`config.mk`:
```
export PLATFORM = sky130hd
export DESIGN_NAME = diag_spi_slave
export DESIGN_NICKNAME = d
export VERILOG_FILES = /design/src/rtl/diag_spi_slave.sv
export SDC_FILE = /design/constraint.sdc
export NUM_CORES = 1
export LEC_CHECK = 0
export ABC_AREA = 1
export CAP_MARGIN = 5
export CORE_ASPECT_RATIO = 1.1
export CORE_MARGIN = 2
export CORE_UTILIZATION = 25
export DETAILED_ROUTE_END_ITERATION = 10
export PLACE_DENSITY_LB_ADDON = 0.1
export SLEW_MARGIN = 10
export SYNTH_ARGS = -nofsm -noshare
export SYNTH_HDL_FRONTEND = slang
export SYNTH_SLANG_ARGS = --single-unit
```
`constraint.sdc`:
```
create_clock -name clk_50 -period 2.45 [get_ports clk_50]
set_input_delay 0.245 -clock clk_50 [delete_from_list [all_inputs] [get_ports clk_50]]
set_output_delay 0.245 -clock clk_50 [all_outputs]
set_load 0.1 [all_outputs]
```
`src/rtl/diag_spi_slave.sv`:
```
`default_nettype none
// ============================================================================
// Module      : diag_spi_slave
// Description : Oversampled SPI mode-0 slave giving the board MCU read/write
//               access to a 128 x 32-bit diagnostic register port.
//               Optional status echo during the command byte: DIAG_SPI_STATUS_EN
// Revision    : 1.0  initial release
// ============================================================================
module diag_spi_slave #(
    parameter int SYNC_STAGES = 2,
    parameter int RD_LATENCY  = 1
) (
    input  logic        clk_50,
    input  logic        reset_n,
    input  logic        spi_sck,
    input  logic        spi_ss,
    input  logic        spi_mosi,
    output logic        spi_miso,
    output logic [6:0]  reg_addr,
    output logic        reg_re,
    input  logic [31:0] reg_rdata,
    output logic        reg_we,
    output logic [31:0] reg_wdata,
    input  logic [7:0]  stat_in,
    output logic        busy,
    output logic        frame_abort
);

    typedef enum logic [1:0] {
        S_IDLE = 2'd0,
        S_CMD  = 2'd1,
        S_RD   = 2'd2,
        S_WR   = 2'd3
    } state_t;

    localparam logic [4:0] c_CMD_LAST  = 5'd7;
    localparam logic [4:0] c_WORD_LAST = 5'd31;

    logic [SYNC_STAGES-1:0] sck_sync_q;
    logic [SYNC_STAGES-1:0] ss_sync_q;
    logic [SYNC_STAGES-1:0] mosi_sync_q;
    logic                   sck_prev_q;
    logic                   ss_filt_q;

    state_t                 state_q;
    logic [4:0]             bit_cnt_q;
    logic [30:0]            shift_in_q;
    logic [31:0]            shift_out_q;
    logic                   miso_q;
    logic [6:0]             addr_q;
    logic                   re_q;
    logic                   we_q;
    logic [31:0]            wdata_q;
    logic                   busy_q;
    logic                   abort_q;
    logic [RD_LATENCY-1:0]  rd_pipe_q;

    logic w_sck_rise;
    logic w_sck_fall;
    logic w_mosi;
    logic w_ss_fall;
    logic w_ss_rise;
    logic w_rd_load;

    // SS resets to "low" so a frame already running at reset release is not
    // mistaken for a new one; SS only changes once every stage agrees.
    always_ff @(posedge clk_50 or negedge reset_n) begin
        if (!reset_n) begin
            sck_sync_q  <= '0;
            ss_sync_q   <= '0;
            mosi_sync_q <= '0;
            sck_prev_q  <= 1'b0;
            ss_filt_q   <= 1'b0;
        end else begin
            sck_sync_q  <= {sck_sync_q[SYNC_STAGES-2:0], spi_sck};
            ss_sync_q   <= {ss_sync_q[SYNC_STAGES-2:0], spi_ss};
            mosi_sync_q <= {mosi_sync_q[SYNC_STAGES-2:0], spi_mosi};
            sck_prev_q  <= sck_sync_q[SYNC_STAGES-1];
            if (&ss_sync_q) begin
                ss_filt_q <= 1'b1;
            end else if (~|ss_sync_q) begin
                ss_filt_q <= 1'b0;
            end
        end
    end

    assign w_sck_rise = sck_sync_q[SYNC_STAGES-1] & ~sck_prev_q;
    assign w_sck_fall = ~sck_sync_q[SYNC_STAGES-1] & sck_prev_q;
    assign w_mosi     = mosi_sync_q[SYNC_STAGES-1];
    assign w_ss_fall  = ss_filt_q & ~|ss_sync_q;
    assign w_ss_rise  = ~ss_filt_q & (&ss_sync_q);

    generate
        if (RD_LATENCY == 1) begin : g_rd_pipe_single
            always_ff @(posedge clk_50 or negedge reset_n) begin
                if (!reset_n) begin
                    rd_pipe_q <= '0;
                end else begin
                    rd_pipe_q <= re_q;
                end
            end
        end else begin : g_rd_pipe_multi
            always_ff @(posedge clk_50 or negedge reset_n) begin
                if (!reset_n) begin
                    rd_pipe_q <= '0;
                end else begin
                    rd_pipe_q <= {rd_pipe_q[RD_LATENCY-2:0], re_q};
                end
            end
        end
    endgenerate

    assign w_rd_load = rd_pipe_q[RD_LATENCY-1];

`ifndef DIAG_SPI_STATUS_EN
    logic unused_stat;
    assign unused_stat = ^stat_in;
`endif

    always_ff @(posedge clk_50 or negedge reset_n) begin
        if (!reset_n) begin
            state_q     <= S_IDLE;
            bit_cnt_q   <= '0;
            shift_in_q  <= '0;
            shift_out_q <= '1;
            miso_q      <= 1'b1;
            addr_q      <= '0;
            re_q        <= 1'b0;
            we_q        <= 1'b0;
            wdata_q     <= '0;
            busy_q      <= 1'b0;
            abort_q     <= 1'b0;
        end else begin
            re_q    <= 1'b0;
            we_q    <= 1'b0;
            abort_q <= 1'b0;
            if (we_q) begin
                addr_q <= addr_q + 7'd1;
            end

            // SS release beats any SCK edge seen in the same cycle.
            if ((state_q != S_IDLE) && w_ss_rise) begin
                state_q   <= S_IDLE;
                busy_q    <= 1'b0;
                miso_q    <= 1'b1;
                bit_cnt_q <= '0;
                if (((state_q == S_CMD) || (state_q == S_WR)) && (bit_cnt_q != 5'd0)) begin
                    abort_q <= 1'b1;
                end
            end else begin
                case (state_q)
                    S_IDLE: begin
                        if (w_ss_fall) begin
                            state_q   <= S_CMD;
                            busy_q    <= 1'b1;
                            bit_cnt_q <= '0;
`ifdef DIAG_SPI_STATUS_EN
                            miso_q      <= stat_in[7];
                            shift_out_q <= {stat_in[6:0], 25'h1FF_FFFF};
`else
                            miso_q      <= 1'b1;
`endif
                        end
                    end
                    S_CMD: begin
                        if (w_sck_rise) begin
                            shift_in_q <= {shift_in_q[29:0], w_mosi};
                            if (bit_cnt_q == c_CMD_LAST) begin
                                bit_cnt_q <= '0;
                                addr_q    <= {shift_in_q[5:0], w_mosi};
                                miso_q    <= 1'b1;
                                if (shift_in_q[6]) begin
                                    re_q    <= 1'b1;
                                    state_q <= S_RD;
                                end else begin
                                    state_q <= S_WR;
                                end
                            end else begin
                                bit_cnt_q <= bit_cnt_q + 5'd1;
                            end
                        end
`ifdef DIAG_SPI_STATUS_EN
                        else if (w_sck_fall) begin
                            miso_q      <= shift_out_q[31];
                            shift_out_q <= {shift_out_q[30:0], 1'b1};
                        end
`endif
                    end
                    S_RD: begin
                        if (w_rd_load) begin
                            shift_out_q <= reg_rdata;
                        end else if (w_sck_fall) begin
                            miso_q      <= shift_out_q[31];
                            shift_out_q <= {shift_out_q[30:0], 1'b1};
                        end
                        if (w_sck_rise) begin
                            if (bit_cnt_q == c_WORD_LAST) begin
                                bit_cnt_q <= '0;
                                addr_q    <= addr_q + 7'd1;
                                re_q      <= 1'b1;
                            end else begin
                                bit_cnt_q <= bit_cnt_q + 5'd1;
                            end
                        end
                    end
                    S_WR: begin
                        if (w_sck_rise) begin
                            shift_in_q <= {shift_in_q[29:0], w_mosi};
                            if (bit_cnt_q == c_WORD_LAST) begin
                                bit_cnt_q <= '0;
                                wdata_q   <= {shift_in_q, w_mosi};
                                we_q      <= 1'b1;
                            end else begin
                                bit_cnt_q <= bit_cnt_q + 5'd1;
                            end
                        end
                    end
                    default: begin
                        state_q <= S_IDLE;
                    end
                endcase
            end
        end
    end

    assign spi_miso    = miso_q;
    assign reg_addr    = addr_q;
    assign reg_re      = re_q;
    assign reg_we      = we_q;
    assign reg_wdata   = wdata_q;
    assign busy        = busy_q;
    assign frame_abort = abort_q;

endmodule
`default_nettype wire

```
==> tab_implementation.tex <==
\begin{tabular}{lr}
\hline
Metric & Value \\
\hline
\multicolumn{2}{l}{\textbf{Finish}} \\
Final instance area & 7310 um2 \\
Filler cell count in the final layout & 2,327 \\
Final Core Density & 33.0\% \\
Number of antenna repair diodes & 0 \\
Area growth from synthesis to layout & 28.8\% \\
Layout cells sized above 1 & 19.9\% \\
Number of nets in the final layout & 785 \\
\multicolumn{2}{l}{\textbf{Timing}} \\
Worst slew margin relative to its limit & 58.3\% \\
Transition time of the tightest slew-check pin & 625 ps \\
Final total negative setup slack & 0 ps \\
Min setup slack post-route & 402 ps \\
Unrepaired setup endpoints after global routing & no \\
Largest clock skew in the final design & 13.1 ps \\
Ratio of final minimum period to clock period & 83.6\% \\
Final setup violating endpoints & 0 \\
Final Hold Fails & 0 \\
Final slew viol count & 0 \\
Achievable clock frequency & 488 MHz \\
Final min period & 2050 ps \\
\multicolumn{2}{l}{\textbf{Drt}} \\
Initial DRT Pass Iterations & 4 \\
Number of vias per cell after detailed routing & 4.16 \\
Via Count & 4,310 \\
Overall routed net length & 12.9 mm \\
Post-route antenna net violation count & 0 \\
Final routed DRC violation total & 0 \\
Iter 0 DRT Violations & 145 \\
Routed length per instance & 12.4 um \\
\multicolumn{2}{l}{\textbf{Critical path}} \\
Crit path from & state\_q[0]\$\_DFFE\_PN0P\_ \\
Crit path DAT & 2350 ps \\
Type of element capturing the critical path & flip-flop \\
Req. time, crit path & 2750 ps \\
Sort of element at the start of the critical path & flip-flop \\
Worst R2R Path Depth & 9 \\
Maximum fanout encountered on the critical timing path & 14 \\
R2R Setup Slk & 400 ps \\
Worst reg2reg path startpoint & state\_q[0]\$\_DFFE\_PN0P\_ \\
Startpoint-to-endpoint class of the critical path & reg2reg \\
Endpoint of the worst register-to-register path & reg\_addr[5]\$\_DFF\_PN0\_ \\
Worst Setup EP & reg\_addr[5]\$\_DFF\_PN0\_ \\
\multicolumn{2}{l}{\textbf{Place}} \\
IO buf count & 80 \\
Estimated wirelength of the detail-placed design & 8.82 mm \\
Cell Area, Placed & 6690 um2 \\
Final GP Congestion & 0.792 \\
DP Worst Slack & 351 ps \\
\multicolumn{2}{l}{\textbf{Global route}} \\
Global-route wire length before repair & 22.0 mm \\
Largest net degree at the start of global routing & 63 \\
Remaining global-route overflow & 0 \\
Initial antenna violation count & 0 \\
Vias in the first global route & 4,435 \\
Total routing resource utilization after global routing & 11.6\% \\
\multicolumn{2}{l}{\textbf{Synth}} \\
Synthesized cell area & 5680 um2 \\
Synthesis Warnings & 0 \\
Register area share after synthesis & 54.9\% \\
Syn nets & 701 \\
Leading area contributor after synthesis & dfrtp\_1 \\
Biggest area contributors in the synthesized netlist & dfrtp\_1 (40\%), dfstp\_2 (15\%), nand2\_1 (11\%) \\
Post-synthesis cell type count & 29 \\
Post-synth EDFFs & 0 \\
Mean instance size in the synthesized netlist & 8.80 um2 \\
Proportion of synthesized flip-flops having asynchronous set or reset & 100\% \\
Top FF cell, synth & dfrtp\_1 \\
Yosys reg bits & 123 \\
Count of mapped cells out of synthesis & 645 \\
Top cell type's share of synthesized area & 39.7\% \\
\multicolumn{2}{l}{\textbf{Die}} \\
Starting density of the core & 25.6\% \\
Total Die Area & 23,900 um2 \\
Die outline height & 162 um \\
IO Pins & 89 \\
Number of placement rows & 57 \\
Width of the die & 148 um \\
Core area & 22,200 um2 \\
\multicolumn{2}{l}{\textbf{CTS}} \\
Clk Latency, worst-skew pair & 420 ps \\
Resized Gates After CTS & 0 \\
Buffer cell driving the clock tree root & clkbuf\_16 \\
Clk buf depth & 2 \\
TritonCTS buffer count & 17 \\
Clk sink count & 123 \\
Clock H-tree levels & 4 \\
CTS tree & built \\
CTS clock-pin slew for the worst setup and hold paths & 60 ps \\
Setup Fix Bufs, Post-CTS & 0 \\
\multicolumn{2}{l}{\textbf{Run}} \\
MaxCap Viol Count & 0 \\
\multicolumn{2}{l}{\textbf{Min path}} \\
Hold/Removal Path Class & in2reg \\
Source of the worst hold timing path & spi\_mosi \\
\multicolumn{2}{l}{\textbf{Power and ir drop}} \\
Pleak & 3.44 nW \\
Pwr per Cell Area & 1030 nW/um2 \\
PnR Total Power & 7.56 mW \\
Peak VDD IR & 483 uV \\
\multicolumn{2}{l}{\textbf{Outcome}} \\
Run status & complete, no violations \\
\hline
\end{tabular}
-- metrics by stage --
step                instances  hold slack (ps)
floorplan                 645            -50.6
global placement         1004              263
detailed placement       1004              273
CTS                      1037              256
global route             1037              257
finish                   1037              276
-- per-layer routing --
| layer | routed length, um | vias to the layer above | global-route usage, % |
|---|---|---|---|
| met5 | 0 | - | 0 |
| met4 | 141 | 0 | 3.80 |
| met3 | 583 | 11 | 3.76 |
| met2 | 6240 | 63 | 19.5 |
| met1 | 5940 | 1992 | 14.1 |
| li1 | - | 2244 | - |
-- cells in the mapped netlist (8+ instances only) --
cell	n
o21ai_0	32
nand2_1	173
ha_1	11
o21ai_1	76
buf_2	10
dfrtp_1	90
nand3_1	21
inv_2	8
inv_1	94
nor2_1	14
o211ai_1	31
dfstp_2	33
-- placed cells by master, fill, tap and decap left out, drive strengths merged, types with 2 or more instances in the layout --
| cell type | n |
|---|---|
| dfrtp | 90 |
| clkinv | 5 |
| nand3 | 24 |
| nor2 | 22 |
| o211ai | 31 |
| o21ai | 108 |
| dfstp | 33 |
| inv | 106 |
| nand4 | 5 |
| nand2 | 180 |
| buf | 55 |
| ha | 11 |
| clkbuf | 20 |
| o22ai | 2 |
| xor2 | 2 |
| a21oi | 7 |
| clkdlybuf4s50 | 35 |
| bufinv | 3 |
-- flip-flops by register name (all words and copies together), names as in the netlist --
signal and count:
sck_sync_q 2, bit_cnt_q 5, frame_abort 1, ss_filt_q 1
reg_addr 7, reg_re 1, sck_prev_q 1, state_q 2
rd_pipe_q 1, shift_out_q 32, ss_sync_q 2, mosi_sync_q 2
reg_wdata 32, spi_miso 1, reg_we 1, busy 1
shift_in_q 31
-- how the worst min path moves through the flow --
stage / to / slack (ps) / depth (start not counted)
global route: mosi_sync_q[0]$_DFF_PN0_ / 260 / 1
CTS: mosi_sync_q[0]$_DFF_PN0_ / 260 / 1
finish: mosi_sync_q[0]$_DFF_PN0_ / 280 / 1
global placement: frame_abort$_DFF_PN0_ / 260 / 1
detailed placement: frame_abort$_DFF_PN0_ / 270 / 1
floorplan: bit_cnt_q[0]$_DFFE_PN0P_ / -50 / 0
-- worst max-delay path, cell delays in order, from the launching register on --
cell and delay, ps:
dfrtp_1 410, inv_1 110, ha_1 240, nor2_2 50, nand2_2 280, nand2_1 240, inv_2 200, nand3_1 200
nand3_1 140, nand2_1 60
-- where the power goes --
| part | leakage (nW) | switching (mW) | internal [mW] | total, mW |
|---|---|---|---|---|
| Sequential | 1.57 | 0.192 | 2.64 | 2.83 |
| Clock | 0.305 | 0.956 | 1.67 | 2.63 |
| Combinational | 1.57 | 1.45 | 0.648 | 2.10 |
-- what timing repair did --
item / in CTS / in global routing
endpoints found under the hold margin: 16 / 0
hold buffers: 1 / 0
endpoints found under the setup margin: 0 / 0
-- cell families (layout without fill, tap and decap cells) --
group	count (synthesis)	after routing	synth area share, %
AND/OR/NAND/NOR	231	231	17.7
adder cells (fa/ha/maj)	11	11	2.42
flip-flops	123	123	54.9
buffers and inverters	128	225	9.61
XOR/XNOR	2	2	0.309
AO/OA/AOI/OAI	149	149	14.8
multiplexers	1	1	0.198
-- cell type report --
type	instances	area [um2]	area share, %
multi-input combinational	394	2010	27.5
inverter	102	383	5.24
clock inverter	12	160	2.19
clock buffer	20	458	6.26
tap	295	369	5.05
sequential	123	3120	42.7
timing repair buffer	91	811	11.1
(Power assumes the default switching activity.)
